--- src/rtl/maze_pkg.sv ---
`default_nettype none
// ============================================================================
//  Module   : maze_pkg
//  Purpose  : Shared types and constants for the maze path replay slice:
//             move encoding, default coordinate width, goal corner and the
//             replay FSM state encoding.
//  Options  : REPLAY_BOUNDS_CHECK_EN (consumed by replay_step_unit)
//  Revision : 1.0  initial release
// ============================================================================
package maze_pkg;

  // Default grid coordinate width; the grid is 2^c_COORD_W cells square.
  localparam int c_COORD_W = 4;

  // Goal corner for the default grid (all-ones in both axes).
  localparam logic [c_COORD_W-1:0] c_GOAL_X = {c_COORD_W{1'b1}};
  localparam logic [c_COORD_W-1:0] c_GOAL_Y = {c_COORD_W{1'b1}};

  // Move encoding: bitwise complement of a move is its opposite move.
  typedef enum logic [1:0] {
    MV_XP = 2'b00,
    MV_YP = 2'b01,
    MV_YN = 2'b10,
    MV_XN = 2'b11
  } move_t;

  // Replay FSM state encoding.
  typedef logic [2:0] replay_state_t;

  localparam replay_state_t c_ST_IDLE   = 3'd0;
  localparam replay_state_t c_ST_FETCH  = 3'd1;
  localparam replay_state_t c_ST_STEP   = 3'd2;
  localparam replay_state_t c_ST_DWELL  = 3'd3;
  localparam replay_state_t c_ST_FINISH = 3'd4;
  localparam replay_state_t c_ST_ERROR  = 3'd5;

endpackage : maze_pkg
`default_nettype wire

--- src/rtl/replay_step_unit.sv ---
`default_nettype none
// ============================================================================
//  Module   : replay_step_unit
//  Purpose  : Combinational next-position calculator for one replayed move.
//             Produces the neighbouring coordinate (wrapping modulo grid
//             size) and an illegal flag for moves that leave the grid.
//  Options  : REPLAY_BOUNDS_CHECK_EN - when defined, moves crossing a grid
//             edge are flagged illegal; otherwise illegal is tied low and
//             coordinates simply wrap.
//  Revision : 1.0  initial release
// ============================================================================
module replay_step_unit
  import maze_pkg::*;
#(
  parameter int COORD_W = c_COORD_W
) (
  input  logic [COORD_W-1:0] i_pos_x,
  input  logic [COORD_W-1:0] i_pos_y,
  input  move_t              i_move,
  output logic [COORD_W-1:0] o_next_x,
  output logic [COORD_W-1:0] o_next_y,
  output logic               o_illegal
);

  localparam logic [COORD_W-1:0] c_ONE = {{(COORD_W-1){1'b0}}, 1'b1};

  // Neighbouring coordinate; arithmetic wraps naturally at the grid edge.
  always_comb begin
    o_next_x = i_pos_x;
    o_next_y = i_pos_y;
    case (i_move)
      MV_XP:   o_next_x = i_pos_x + c_ONE;
      MV_YP:   o_next_y = i_pos_y + c_ONE;
      MV_YN:   o_next_y = i_pos_y - c_ONE;
      default: o_next_x = i_pos_x - c_ONE;
    endcase
  end

`ifdef REPLAY_BOUNDS_CHECK_EN
  localparam logic [COORD_W-1:0] c_MAX  = {COORD_W{1'b1}};
  localparam logic [COORD_W-1:0] c_ZERO = {COORD_W{1'b0}};

  // A move is illegal when it would step across the edge it is already on.
  always_comb begin
    o_illegal = 1'b0;
    case (i_move)
      MV_XP:   o_illegal = (i_pos_x == c_MAX);
      MV_YP:   o_illegal = (i_pos_y == c_MAX);
      MV_YN:   o_illegal = (i_pos_y == c_ZERO);
      default: o_illegal = (i_pos_x == c_ZERO);
    endcase
  end
`else
  assign o_illegal = 1'b0;
`endif

endmodule : replay_step_unit
`default_nettype wire

--- src/rtl/path_replayer.sv ---
`default_nettype none
// ============================================================================
//  Module   : path_replayer
//  Purpose  : Pops solved-path moves from a show-ahead queue, re-applies them
//             to a coordinate pair starting at (0,0), holds each position for
//             a programmable dwell, and reports step count, goal arrival and
//             illegal moves.
//  Options  : REPLAY_BOUNDS_CHECK_EN - enable out-of-grid detection (ERROR
//             path). Without it coordinates wrap and err stays low.
//  Revision : 1.0  initial release
// ============================================================================
module path_replayer
  import maze_pkg::*;
#(
  parameter int COORD_W = c_COORD_W,
  parameter int DWELL_W = 8,
  parameter int STEP_W  = 9
) (
  input  logic               clk,
  input  logic               rst,
  input  logic               start,
  input  logic               move_valid,
  input  logic [1:0]         move_in,
  output logic               move_rd,
  input  logic [DWELL_W-1:0] dwell,
  output logic [COORD_W-1:0] pos_x,
  output logic [COORD_W-1:0] pos_y,
  output logic [STEP_W-1:0]  step_cnt,
  output logic               busy,
  output logic               done,
  output logic               arrived,
  output logic               err
);

  localparam logic [COORD_W-1:0] c_GOAL      = {COORD_W{1'b1}};
  localparam logic [STEP_W-1:0]  c_STEP_MAX  = {STEP_W{1'b1}};
  localparam logic [STEP_W-1:0]  c_STEP_ONE  = {{(STEP_W-1){1'b0}}, 1'b1};
  localparam logic [DWELL_W-1:0] c_DWELL_ONE = {{(DWELL_W-1){1'b0}}, 1'b1};
  localparam logic [DWELL_W-1:0] c_DWELL_0   = {DWELL_W{1'b0}};

  replay_state_t       r_state;
  move_t               r_move;
  logic [COORD_W-1:0]  r_pos_x;
  logic [COORD_W-1:0]  r_pos_y;
  logic [STEP_W-1:0]   r_step_cnt;
  logic [DWELL_W-1:0]  r_dwell_cnt;
  logic                r_arrived;
  logic                r_err;

  logic [COORD_W-1:0]  w_next_x;
  logic [COORD_W-1:0]  w_next_y;
  logic                w_illegal;
  logic                w_at_goal;

  replay_step_unit #(
    .COORD_W (COORD_W)
  ) u_step (
    .i_pos_x   (r_pos_x),
    .i_pos_y   (r_pos_y),
    .i_move    (r_move),
    .o_next_x  (w_next_x),
    .o_next_y  (w_next_y),
    .o_illegal (w_illegal)
  );

  assign w_at_goal = (r_pos_x == c_GOAL) && (r_pos_y == c_GOAL);

  // Replay sequencing and the position / step / status registers it owns.
  always_ff @(posedge clk or negedge rst) begin
    if (!rst) begin
      r_state     <= c_ST_IDLE;
      r_move      <= MV_XP;
      r_pos_x     <= '0;
      r_pos_y     <= '0;
      r_step_cnt  <= '0;
      r_dwell_cnt <= '0;
      r_arrived   <= 1'b0;
      r_err       <= 1'b0;
    end else begin
      case (r_state)
        c_ST_IDLE: begin
          if (start) begin
            r_pos_x    <= '0;
            r_pos_y    <= '0;
            r_step_cnt <= '0;
            r_arrived  <= 1'b0;
            r_err      <= 1'b0;
            r_state    <= c_ST_FETCH;
          end
        end
        c_ST_FETCH: begin
          // An empty queue here means the path has been fully replayed.
          if (move_valid) begin
            r_move  <= move_t'(move_in);
            r_state <= c_ST_STEP;
          end else begin
            r_state <= c_ST_FINISH;
          end
        end
        c_ST_STEP: begin
          if (w_illegal) begin
            r_state <= c_ST_ERROR;
          end else begin
            r_pos_x     <= w_next_x;
            r_pos_y     <= w_next_y;
            if (r_step_cnt != c_STEP_MAX) begin
              r_step_cnt <= r_step_cnt + c_STEP_ONE;
            end
            r_dwell_cnt <= dwell;
            r_state     <= (dwell == c_DWELL_0) ? c_ST_FETCH : c_ST_DWELL;
          end
        end
        c_ST_DWELL: begin
          r_dwell_cnt <= r_dwell_cnt - c_DWELL_ONE;
          if (r_dwell_cnt == c_DWELL_ONE) begin
            r_state <= c_ST_FETCH;
          end
        end
        c_ST_FINISH: begin
          r_arrived <= w_at_goal;
          r_state   <= c_ST_IDLE;
        end
        c_ST_ERROR: begin
          r_err   <= 1'b1;
          r_state <= c_ST_IDLE;
        end
        default: begin
          r_state <= c_ST_IDLE;
        end
      endcase
    end
  end

  // The dequeue strobe is combinational so the queue pops in the FETCH cycle.
  assign move_rd  = (r_state == c_ST_FETCH) && move_valid;
  assign busy     = (r_state != c_ST_IDLE);
  assign done     = (r_state == c_ST_FINISH) || (r_state == c_ST_ERROR);
  assign pos_x    = r_pos_x;
  assign pos_y    = r_pos_y;
  assign step_cnt = r_step_cnt;
  assign arrived  = r_arrived;
  assign err      = r_err;

endmodule : path_replayer
`default_nettype wire
--- config.mk ---
export PLATFORM = sky130hd
export DESIGN_NAME = path_replayer
export DESIGN_NICKNAME = d
export VERILOG_FILES = /design/src/rtl/maze_pkg.sv /design/src/rtl/replay_step_unit.sv /design/src/rtl/path_replayer.sv
export SDC_FILE = /design/constraint.sdc
export NUM_CORES = 1
export LEC_CHECK = 0
export ABC_CLOCK_PERIOD_IN_PS = 3550
export CORE_ASPECT_RATIO = 0.75
export CORE_MARGIN = 3
export CORE_UTILIZATION = 65
export CTS_BUF_LIST = sky130_fd_sc_hd__clkbuf_8
export CTS_CLUSTER_SIZE = 10
export DETAILED_ROUTE_END_ITERATION = 6
export DONT_BUFFER_PORTS = 1
export PLACE_DENSITY = 0.81
export SYNTH_ARGS = -nofsm -noshare
export SYNTH_HDL_FRONTEND = slang
export SYNTH_SLANG_ARGS = --single-unit
export TNS_END_PERCENT = 10
--- constraint.sdc ---
create_clock -name clk -period 3.55 [get_ports clk]
set_input_delay 0.71 -clock clk [delete_from_list [all_inputs] [get_ports clk]]
set_output_delay 0.71 -clock clk [all_outputs]
set_load 0.01 [all_outputs]
# ---- Word-level counts from Yosys, hierarchy flattened
# Cells that the tools add are included.
dict set report totals {
  latchBits 0
  in_bits 14
  word_cells 66
  n_memories 0
  romBits 0
  mem_bits_rw 0
  ff_bits 32
}
dict set report op_classes {
  order_cmp 0
  shift 0
  eq_ne 16
  n_reduce_logical 19
  bitwise 0
  add_sub_neg 6
  mul 0
  mux 17
  div 0
}
# op count
set ops {}
lappend ops {{case mux 4 bit (2 select lines)} 4}
lappend ops {{2-to-1 mux 9 bit} 2}
lappend ops {{case mux 9 bit (2 select lines)} 1}
lappend ops {{case mux 8 bit (2 select lines)} 1}
lappend ops {{case mux 3 bit (4 select lines)} 1}
lappend ops {{adder 9 x 1 -> 9 bit, second input constant} 1}
lappend ops {{2-to-1 mux 3 bit} 3}
lappend ops {{inequality test 9 bit, second input constant} 1}
lappend ops {{AND reduction 3 bit} 3}
lappend ops {{adder 4 x 1 -> 4 bit, second input constant} 2}
lappend ops {{== test 4 bit, second input constant} 2}
lappend ops {{== test 8 x 1 -> 1 bit, second input constant} 1}
lappend ops {{logical NOT 8 bit} 1}
lappend ops {{inequality test 2 bit, second input constant} 4}
lappend ops {{AND reduction 2 bit} 4}
lappend ops {{nonzero test 2 bit} 4}
lappend ops {{subtractor 4 x 1 -> 4 bit, second input constant} 2}
lappend ops {{subtractor 8 x 1 -> 8 bit, second input constant} 1}
lappend ops {{== test 3 x 2 -> 1 bit, second input constant} 2}
lappend ops {{== test 3 bit, second input constant} 2}
lappend ops {{2-to-1 mux 4 bit} 1}
lappend ops {{case mux 1 bit (2 select lines)} 2}
lappend ops {{== test 3 x 1 -> 1 bit, second input constant} 1}
lappend ops {{logical NOT 3 bit} 1}
lappend ops {{10 further kinds} 11}

# ---- Longest topological paths before layout
# Gate-level depths: netlist of the first run.
dict set report depth {
  word_depth 4
  ltp_mapped 9
  mapped_depth_nobuf 8
}

# ---- Modules after synthesis
# A second synthesis of the first run with hierarchy kept.
dict set report hier_totals {
  cells_unflattened 220
  area_unflattened_um2 2028.2
}
# module area_per_inst_um2 instances cells_each seq_area_each_um2
set by_module_without_submodules {}
lappend by_module_without_submodules {path_replayer 1690.4 1 178 800.8}
lappend by_module_without_submodules {replay_step_unit 337.8 1 42 0.0}

# ---- Worst setup path after synthesis of the first run
# OpenSTA, ideal clock, no wires.
dict set report synth_timing {
  kind {register -> register}
  start {reg r_step_cnt[0], in the netlist step_cnt[0]}
  end {reg r_step_cnt[7], in the netlist step_cnt[7]}
  path_buffers 1
  t_arrival_ps 2062
  setup_slack_ps 1369
  setup_ps 120
  required_time_ps 3430
  stages_incl_launch_ff 10
  synth_period_minus_slack_ps 2181
  path_cell_list {dfrtp_1 ha_1 nand3_1 nor3_1 ha_1 or4b_1 buf_2 nor4_4 xnor2_1 nor2_2}
}
dict set report synth_via {
  elab_chain_len 3
  word_cells_on_any_way 6
}
# element line_no
set synth_rtl {}
lappend synth_rtl {{from (decl)} path_replayer.sv:45} ;# logic [STEP_W-1:0] r_step_cnt;
lappend synth_rtl {{from (signal assigned)} path_replayer.sv:107} ;# r_step_cnt <= r_step_cnt + c_STEP_ONE;
lappend synth_rtl {{adder 9 x 1 -> 9 bit or inequality test 9 bit (tied branches)} {path_replayer.sv:107, path_replayer.sv:106}}
lappend synth_rtl {{2-to-1 mux 9 bit or inequality test 2 bit (tied branches)} --}
lappend synth_rtl {{case mux 9 bit (2 select lines) or AND reduction 3 bit (tied branches)} --}
# Several ways; a longest one is shown, not always the timed one. The select of a mux whose other input is x is not followed.
# A chain may end at the register's enable or synchronous reset.

# ---- Worst setup path in the final report of the first run
dict set report layout_timing {
  start {reg r_state[0]}
  end {out move_rd}
}
dict set report layout_via {
  elab_chain_len 2
}
# element line_no
set layout_rtl {}
lappend layout_rtl {{from (decl)} path_replayer.sv:41} ;# replay_state_t r_state;
lappend layout_rtl {{from (signal assigned)} path_replayer.sv:71} ;# r_state <= c_ST_IDLE;
lappend layout_rtl {{from (signal assigned)} path_replayer.sv:88} ;# r_state <= c_ST_FETCH;
lappend layout_rtl {{from (signal assigned)} path_replayer.sv:95} ;# r_state <= c_ST_STEP;
lappend layout_rtl {{== test 3 x 1 -> 1 bit} path_replayer.sv:135} ;# assign move_rd = (r_state == c_ST_FETCH) && move_valid;
lappend layout_rtl {{logical AND 1 bit} path_replayer.sv:135}
lappend layout_rtl {{to (decl)} path_replayer.sv:24} ;# output logic move_rd,
# Every way passes these cells.

==> run_summary.xml, run 1 <==
<?xml version="1.0" encoding="UTF-8"?>
<metrics>
  <group name="critical_path">
    <metric name="worstPathCellList" unit="">clkinv_1, nor4b_2</metric>
    <metric name="crit_start" unit="">r_state[0]</metric>
    <metric name="critPathRequiredTime" unit="ns">2.84</metric>
    <metric name="cp-start-kind" unit="">flop</metric>
    <metric name="criticalPathCategory" unit="">flop to output port</metric>
    <metric name="timing.critical_path.slowest_stage_cell" unit="">sky130_fd_sc_hd__nor4b_2</metric>
    <metric name="worst_ep_arrival_time" unit="ns">2.10</metric>
    <metric name="crit_path_max_fanout" unit="">16</metric>
    <metric name="setup.worst_path.end_class" unit="">output port</metric>
    <metric name="critPathMaxStageDelay" unit="ns">0.72</metric>
    <metric name="worst_path_dominant_cell_family" unit="">simple AND/OR/NAND/NOR gates</metric>
    <metric name="critPathBufInv" unit="">1</metric>
    <metric name="ff_to_ff_start" unit="">step_cnt[0]</metric>
  </group>
  <group name="floorplan">
    <metric name="io_pins" unit="">36</metric>
    <metric name="die_area" unit="sq mm">0.00358</metric>
    <metric name="starting_utilization_of_the_core_area" unit="%">70.1</metric>
    <metric name="chipWidth" unit="um">68.1</metric>
    <metric name="core_region_area" unit="sq mm">0.00268</metric>
    <metric name="placementRows" unit="">16</metric>
    <metric name="die_height" unit="um">52.6</metric>
  </group>
  <group name="logic_synthesis">
    <metric name="synth_async_sr_flop_share" unit="%">100</metric>
    <metric name="synth_top_area_cell" unit="">sky130_fd_sc_hd__dfrtp_1</metric>
    <metric name="mappedNetlistArea" unit="sq mm">0.00188</metric>
    <metric name="share_of_the_synthesized_netlist_area_taken_by_xor_and_xnor_gates" unit="%">3.26</metric>
    <metric name="share_of_the_synthesized_area_in_compound_gates_ao_oa_aoi_oai" unit="%">17.6</metric>
    <metric name="postSynthCellCount" unit="">202</metric>
    <metric name="post_synth_mux_area_share" unit="%">2.20</metric>
    <metric name="share_of_synthesized_area_occupied_by_flip_flops_and_latches" unit="%">42.6</metric>
    <metric name="yosys_warnings" unit="">0</metric>
    <metric name="synthFlopType" unit="">sky130_fd_sc_hd__dfrtp_1</metric>
    <metric name="postSynthRegisterBits" unit="">32</metric>
    <metric name="synth_adder_area_share" unit="%">9.05</metric>
    <metric name="postSynthNetCount" unit="">229</metric>
    <metric name="synthDominantCellAreaShare" unit="%">42.6</metric>
    <metric name="synth_edf_count" unit="">0</metric>
    <metric name="synth_area_leaders" unit="">sky130_fd_sc_hd__dfrtp_1 (43%), sky130_fd_sc_hd__ha_1 (8.0%), sky130_fd_sc_hd__a21oi_1 (4.0%)</metric>
    <metric name="main_combinational_cell_family_by_area_after_synthesis" unit="">simple AND/OR/NAND/NOR gates</metric>
    <metric name="synth_simple_gate_area_share" unit="%">20.8</metric>
    <metric name="netlist-cell-type-count" unit="">44</metric>
    <metric name="syn_area_per_cell" unit="sq um">9.30</metric>
  </group>
  <group name="min_path">
    <metric name="worst_hold_path_type" unit="">input pin to async pin</metric>
  </group>
  <group name="cts">
    <metric name="cts.reportedPaths.clkPinSlew" unit="ns">0.07</metric>
    <metric name="cts_max_level" unit="">2</metric>
    <metric name="tritoncts_clock_tree" unit="">yes</metric>
    <metric name="cts-buffers-inserted" unit="">5</metric>
    <metric name="clock_sinks" unit="">32</metric>
    <metric name="ctsResizeCount" unit="">0</metric>
    <metric name="postCtsSetupBuffers" unit="">0</metric>
    <metric name="cts_root_buf" unit="">sky130_fd_sc_hd__clkbuf_8</metric>
    <metric name="cts_max_path_bufs" unit="">2</metric>
    <metric name="hold_buffers" unit="">0</metric>
    <metric name="clk_latency_worst_skew_pair" unit="ns">0.29</metric>
  </group>
  <group name="global_route">
    <metric name="global_route.usage.met1" unit="%">32.7</metric>
    <metric name="gr-max-usage-layer" unit="">met2</metric>
    <metric name="grt.overflow.total" unit="">0</metric>
    <metric name="grt_util_met3" unit="%">9.01</metric>
    <metric name="grt_start_max_net_pins" unit="">33</metric>
    <metric name="antenna_found_initial" unit="">0</metric>
    <metric name="grt_use_total" unit="%">26.0</metric>
    <metric name="grt_first_pass_wirelength" unit="um">6670</metric>
    <metric name="grt.met2_usage" unit="%">39.7</metric>
    <metric name="first_global_vias" unit="">1437</metric>
  </group>
  <group name="sta">
    <metric name="worst_slew_margin_rel" unit="%">27.0</metric>
    <metric name="hold_viol" unit="">0</metric>
    <metric name="finalSetupViolations" unit="">0</metric>
    <metric name="finalClockSkew" unit="ns">0.00969</metric>
    <metric name="rsz_0062_raised_after_global_routing" unit="">false</metric>
    <metric name="report.final.slew_viol_count" unit="">0</metric>
    <metric name="timing.setup.tns" unit="ns">0</metric>
    <metric name="fmaxAchievable" unit="MHz">356</metric>
    <metric name="worst_slew_pin_slew" unit="ns">1.09</metric>
    <metric name="fin_crit_sh" unit="%">79.2</metric>
    <metric name="post-route-min-period" unit="ns">2.81</metric>
  </group>
  <group name="placed_design">
    <metric name="place.gp.congestion" unit="">0.844</metric>
    <metric name="placed_cells" unit="">229</metric>
    <metric name="port_buffers" unit="">0</metric>
    <metric name="dp.final_hpwl" unit="um">3040</metric>
  </group>
  <group name="layout">
    <metric name="instances_no_fill" unit="">237</metric>
    <metric name="final_nets" unit="">227</metric>
    <metric name="final_layout_size_suffix_gt1_share" unit="%">6.97</metric>
    <metric name="most-common-layout-cells" unit="">sky130_fd_sc_hd__dfrtp_1 (32), sky130_fd_sc_hd__nor2_1 (18), sky130_fd_sc_hd__nand2_1 (17)</metric>
    <metric name="area_growth_syn_to_fin" unit="%">6.59</metric>
    <metric name="final_common_cell" unit="">sky130_fd_sc_hd__dfrtp_1</metric>
    <metric name="antenna_cells_inserted" unit="">0</metric>
    <metric name="nFillCells" unit="">185</metric>
  </group>
  <group name="power_and_ir_drop">
    <metric name="worst_vdd_ir" unit="mV">0.538</metric>
    <metric name="power_frac_clock" unit="%">18.4</metric>
    <metric name="p_sw_share" unit="%">44.4</metric>
    <metric name="power.share.combinational" unit="%">41.7</metric>
    <metric name="cell_pwr_density" unit="mW/mm^2">918</metric>
    <metric name="p_switching" unit="mW">0.816</metric>
    <metric name="p_int" unit="mW">1.02</metric>
    <metric name="seq_power_share" unit="%">39.8</metric>
    <metric name="static-leakage-power" unit="nW">0.890</metric>
  </group>
  <group name="status">
    <metric name="status" unit="">finished clean</metric>
  </group>
  <group name="flow_run">
    <metric name="cap_viol_max_count" unit="">0</metric>
  </group>
  <group name="drt">
    <metric name="total_detailed_routing_wirelength" unit="um">4190</metric>
    <metric name="via_count" unit="">1558</metric>
    <metric name="drt_iter0_drc" unit="">161</metric>
    <metric name="ant_nets" unit="">0</metric>
    <metric name="total_iterations_of_the_first_detailed_routing_run" unit="">4</metric>
    <metric name="route.detailed.vias_per_inst" unit="">6.57</metric>
    <metric name="drcViolationCount" unit="">0</metric>
    <metric name="drt-wirelength-per-cell" unit="um">17.7</metric>
  </group>
</metrics>
-- area by class of cell --
cell class	instances	area [sq um]	share of cell area, %
well taps	36	45.0	2.25
inverters	11	41.3	2.06
clock inverters	3	38.8	1.94
multi-input cells	149	1000	50.0
flip-flops and latches	32	801	40.0
repair buffers	1	7.51	0.375
clock buffers	5	68.8	3.44
-- through the flow --
stage	util [%]	power (mW)	hold slack [ns]	cell area, sq um	worst slack, ns
6_report	74.7	1.84	0.109	2000	0.740
5_1_grt	74.7	1.99	0.0877	2000	0.625
4_1_cts	74.7	1.83	0.103	2000	0.788
3_5_place_dp	70.7	1.49	0.415	1900	1.11
3_3_place_gp	70.7	1.42	0.415	1900	1.18
2_1_floorplan	-	1.31	0.414	1880	1.37
-- registers in the layout, summed over array words and instances, names as in the netlist --
signal and count:
r_dwell_cnt 8, r_move 2, pos_x 4, arrived 1, err 1, r_state 3, step_cnt 9, pos_y 4
-- logic make-up (layout without fill, tap and decap cells) --
logic type / count (synthesis) / after routing
multiplexers: 4 / 4
flip-flops: 32 / 32
AND/OR/NAND/NOR: 73 / 73
XOR/XNOR: 7 / 7
AO/OA/AOI/OAI: 52 / 52
buffers and inverters: 21 / 20
adder cells (fa/ha/maj): 13 / 13
-- layer usage --
metal  up-vias  part of all wire (%)  routed length (um)
met2        79                    46                1910
met5         -                     0                   0
met4         0                   2.2                  91
li1        730                     -                   -
met3        11                    10                 437
met1       738                    42                1750
-- synth_stat cells, drive strengths merged (2+ instances only) --
| cell | number |
|---|---|
| a31oi | 2 |
| o22ai | 8 |
| nor4 | 4 |
| nand3 | 8 |
| clkbuf | 6 |
| a21oi | 15 |
| nor2 | 19 |
| inv | 10 |
| nor4b | 4 |
| o21ai | 12 |
| nand4 | 2 |
| or3 | 4 |
| xnor2 | 4 |
| dfrtp | 32 |
| xor2 | 3 |
| buf | 4 |
| nor3 | 7 |
| mux2i | 3 |
| a211oi | 2 |
| ha | 12 |
| nand2 | 17 |
| a22o | 4 |
| nor2b | 2 |
-- worst register-to-register path, delay by kind of cell (launching register included) --
| family | cells | cell delay (ns) |
|---|---|---|
| xor+xnor | 1 | 0.18 |
| fa+ha+maj | 2 | 0.45 |
| simple gates | 5 | 1.21 |
| flops | 1 | 0.45 |
-- worst paths after layout --
path	slack (ns)	cells past startpoint	to
worst min register to register	0.61	2	arrived
max in group asynchronous	3.35	0	pos_y[1]
worst max-delay path	0.74	2	move_rd
worst min-delay path	0.11	0	step_cnt[4]
worst max register to register	1.16	8	step_cnt[7]
min in group clk	0.48	1	r_state[2]
-- power groups by stage --
stage	Clock [mW]	Sequential [mW]	Combinational, mW
2_1_floorplan	0	0.637	0.671
3_3_place_gp	0	0.716	0.707
3_5_place_dp	0	0.730	0.757
4_1_cts	0.345	0.726	0.759
5_1_grt	0.368	0.756	0.865
6_report	0.339	0.733	0.767
Power figures use the tool's default switching activity.
==> run 2: changes to the inputs <==
--- a/config.mk
+++ b/config.mk
@@ -5,7 +5,7 @@
 export SDC_FILE = /design/constraint.sdc
 export NUM_CORES = 1
 export LEC_CHECK = 0
-export ABC_CLOCK_PERIOD_IN_PS = 3550
+export ABC_CLOCK_PERIOD_IN_PS = 2700
 export CORE_ASPECT_RATIO = 0.75
 export CORE_MARGIN = 3
 export CORE_UTILIZATION = 65
==> constraint.sdc (replaced) <==
create_clock -name clk -period 2.7 [get_ports clk]
set_input_delay 0.54 -clock clk [delete_from_list [all_inputs] [get_ports clk]]
set_output_delay 0.54 -clock clk [all_outputs]
set_load 0.01 [all_outputs]
==> run 2 against run 1 <==
Clock-buffer cell count grew 1. Sequential share of layout area shrank 0.42 points. Final cell count grew 1.3%. Via count grew 1.3%. Total power grew 30%. First-iteration DRC count grew 4.3%. Flip-flop and latch count is the same. Worst setup slack lost 0.52 ns. Global-route usage grew 0.44 points. Design area grew 1.1%. Sequential power grew 31%. Clock power grew 11%. Largest power group unchanged.
==> run_summary.xml, run 2 (synthesis gave the netlist of run 1 again) <==
<?xml version="1.0" encoding="UTF-8"?>
<metrics>
  <group name="drt">
    <metric name="drt_iter0_drc" unit="">168</metric>
    <metric name="via_count" unit="">1578</metric>
    <metric name="route.detailed.vias_per_inst" unit="">6.58</metric>
    <metric name="ant_nets" unit="">0</metric>
    <metric name="drcViolationCount" unit="">0</metric>
    <metric name="total_iterations_of_the_first_detailed_routing_run" unit="">4</metric>
    <metric name="drt-wirelength-per-cell" unit="um">17.9</metric>
    <metric name="total_detailed_routing_wirelength" unit="um">4300</metric>
  </group>
  <group name="critical_path">
    <metric name="criticalPathCategory" unit="">flop to flop</metric>
    <metric name="crit_path_max_fanout" unit="">5</metric>
    <metric name="worstPathCellList" unit="">ha_1, nand3_1, nor3_1, ha_1, nor4b_1, nor2_1, a22o_1</metric>
    <metric name="worst_path_dominant_cell_family" unit="">simple AND/OR/NAND/NOR gates</metric>
    <metric name="timing.critical_path.slowest_stage_cell" unit="">sky130_fd_sc_hd__nor4b_1</metric>
    <metric name="critPathBufInv" unit="">0</metric>
    <metric name="critPathRequiredTime" unit="ns">2.87</metric>
    <metric name="critPathMaxStageDelay" unit="ns">0.71</metric>
    <metric name="setup.worst_path.end_class" unit="">flop</metric>
    <metric name="worst_ep_arrival_time" unit="ns">2.64</metric>
    <metric name="critical_path.most_common_cell" unit="">sky130_fd_sc_hd__ha_1</metric>
    <metric name="cp-start-kind" unit="">flop</metric>
  </group>
  <group name="cts">
    <metric name="cts_root_buf" unit="">sky130_fd_sc_hd__clkbuf_8</metric>
    <metric name="cts.reportedPaths.clkPinSlew" unit="ns">0.07</metric>
    <metric name="tritoncts_clock_tree" unit="">yes</metric>
    <metric name="ctsResizeCount" unit="">0</metric>
    <metric name="clk_latency_worst_skew_pair" unit="ns">0.29</metric>
    <metric name="clock_sinks" unit="">32</metric>
    <metric name="cts_max_path_bufs" unit="">2</metric>
    <metric name="cts-buffers-inserted" unit="">5</metric>
    <metric name="cts_max_level" unit="">2</metric>
  </group>
  <group name="layout">
    <metric name="layout.area.seq" unit="sq um">801</metric>
    <metric name="area_growth_syn_to_fin" unit="%">7.72</metric>
    <metric name="instances_no_fill" unit="">240</metric>
    <metric name="nFillCells" unit="">204</metric>
    <metric name="design_area_final" unit="sq mm">0.00202</metric>
    <metric name="multiInputGateArea" unit="sq mm">0.00100</metric>
    <metric name="most-common-layout-cells" unit="">sky130_fd_sc_hd__dfrtp_1 (32), sky130_fd_sc_hd__nor2_1 (18), sky130_fd_sc_hd__nand2_1 (17)</metric>
    <metric name="post-route-util" unit="%">75.5</metric>
    <metric name="antenna_cells_inserted" unit="">0</metric>
    <metric name="final_layout_size_suffix_gt1_share" unit="%">8.33</metric>
    <metric name="largest_register_ffs" unit="">9</metric>
    <metric name="final_common_cell" unit="">sky130_fd_sc_hd__dfrtp_1</metric>
    <metric name="final_nets" unit="">230</metric>
  </group>
  <group name="flow_run">
    <metric name="cap_viol_max_count" unit="">0</metric>
  </group>
  <group name="global_route">
    <metric name="gr-max-usage-layer" unit="">met2</metric>
    <metric name="antenna_found_initial" unit="">0</metric>
    <metric name="grt_util_met3" unit="%">8.80</metric>
    <metric name="global_route.usage.met1" unit="%">32.8</metric>
    <metric name="grt_use_total" unit="%">26.4</metric>
    <metric name="grt_start_max_net_pins" unit="">33</metric>
    <metric name="grt.met2_usage" unit="%">40.8</metric>
    <metric name="grt.overflow.total" unit="">0</metric>
    <metric name="grt_first_pass_wirelength" unit="um">6840</metric>
    <metric name="first_global_vias" unit="">1512</metric>
  </group>
  <group name="floorplan">
    <metric name="io_pins" unit="">36</metric>
    <metric name="die_area" unit="sq mm">0.00358</metric>
    <metric name="chipWidth" unit="um">68.1</metric>
    <metric name="core_region_area" unit="sq mm">0.00268</metric>
    <metric name="die_height" unit="um">52.6</metric>
    <metric name="starting_utilization_of_the_core_area" unit="%">70.1</metric>
    <metric name="placementRows" unit="">16</metric>
  </group>
  <group name="sta">
    <metric name="hold_viol" unit="">0</metric>
    <metric name="finalClockSkew" unit="ns">0.0150</metric>
    <metric name="worst_slew_pin_slew" unit="ns">0.854</metric>
    <metric name="report.final.slew_viol_count" unit="">0</metric>
    <metric name="rsz_0062_raised_after_global_routing" unit="">false</metric>
    <metric name="fin_crit_sh" unit="%">91.7</metric>
    <metric name="post-route-min-period" unit="ns">2.48</metric>
    <metric name="worst_slew_margin_rel" unit="%">42.3</metric>
    <metric name="fmaxAchievable" unit="MHz">404</metric>
    <metric name="timing.setup.tns" unit="ns">0</metric>
    <metric name="finalSetupViolations" unit="">0</metric>
  </group>
  <group name="placed_design">
    <metric name="port_buffers" unit="">0</metric>
    <metric name="dp.final_hpwl" unit="um">3020</metric>
    <metric name="dpl-instance-area" unit="sq mm">0.00191</metric>
    <metric name="place.gp.congestion" unit="">0.837</metric>
    <metric name="placed_cells" unit="">231</metric>
  </group>
  <group name="power_and_ir_drop">
    <metric name="static-leakage-power" unit="nW">0.899</metric>
    <metric name="cell_pwr_density" unit="mW/mm^2">1180</metric>
    <metric name="worst_vdd_ir" unit="mV">0.607</metric>
    <metric name="total_power_consumption_of_the_routed_design" unit="mW">2.38</metric>
  </group>
  <group name="min_path">
    <metric name="worst_hold_path_type" unit="">input pin to async pin</metric>
  </group>
  <group name="status">
    <metric name="status" unit="">finished clean</metric>
  </group>
</metrics>
[run 2: per-layer routing]
metal | vias to the layer above | routed length (um) | part of all wire, %
li1 | 733 | - | -
met1 | 762 | 1810 | 42
met2 | 71 | 2010 | 47
met3 | 12 | 381 | 8.9
met4 | 0 | 98 | 2.3
met5 | - | 0 | 0
[run 2: cell type report]
class	count	share of cell area (%)
Sequential cell	32	39.6
Timing Repair Buffer	4	2.10
Multi-Input combinational cell	149	49.4
Clock inverter	2	0.556
Tap cell	36	2.22
Inverter	11	2.04
Clock buffer	6	4.08
[run 2: where the power goes]
| group | switching, mW | total (mW) | internal (mW) |
|---|---|---|---|
| registers | 0.308 | 0.958 | 0.650 |
| logic | 0.604 | 1.05 | 0.445 |
| clock network | 0.173 | 0.376 | 0.203 |
| total | 1.09 | 2.38 | 1.30 |
[run 2: stage by stage]
stage	hold slack (ns)	setup WS [ns]
after floorplan	0.244	0.519
after CTS	0.0765	0.250
final	0.0701	0.224
after global placement	0.245	0.393
after global routing	0.0707	0.0702
after detailed placement	0.245	0.303
[run 2: worst paths after layout]
| path | from | endpoint | slack [ns] | cells after the start |
|---|---|---|---|---|
| setup / recovery | step_cnt[0] | step_cnt[1] | 0.22 | 7 |
| hold / removal | rst | step_cnt[4] | 0.07 | 1 |
| setup reg to reg | step_cnt[0] | step_cnt[1] | 0.22 | 7 |
| hold reg to reg | arrived | arrived | 0.61 | 2 |
| max in group asynchronous | rst | r_move[1] | 2.45 | 1 |
| min in group clk | move_valid | r_state[2] | 0.31 | 1 |
[run 2: worst reg2reg max path, cell delays in order, from the launching register on]
cell                      delay (ns)
sky130_fd_sc_hd__dfrtp_1        0.46
sky130_fd_sc_hd__ha_1           0.26
sky130_fd_sc_hd__nand3_1        0.16
sky130_fd_sc_hd__nor3_1         0.09
sky130_fd_sc_hd__ha_1           0.19
sky130_fd_sc_hd__nor4b_1        0.71
sky130_fd_sc_hd__nor2_1         0.23
sky130_fd_sc_hd__a22o_1         0.25
[run 2: repair_timing]
action / in CTS / in global routing
setup buffers: 0 / 0
hold buffers: 1 / 0
hold endpoints to repair: 32 / 0
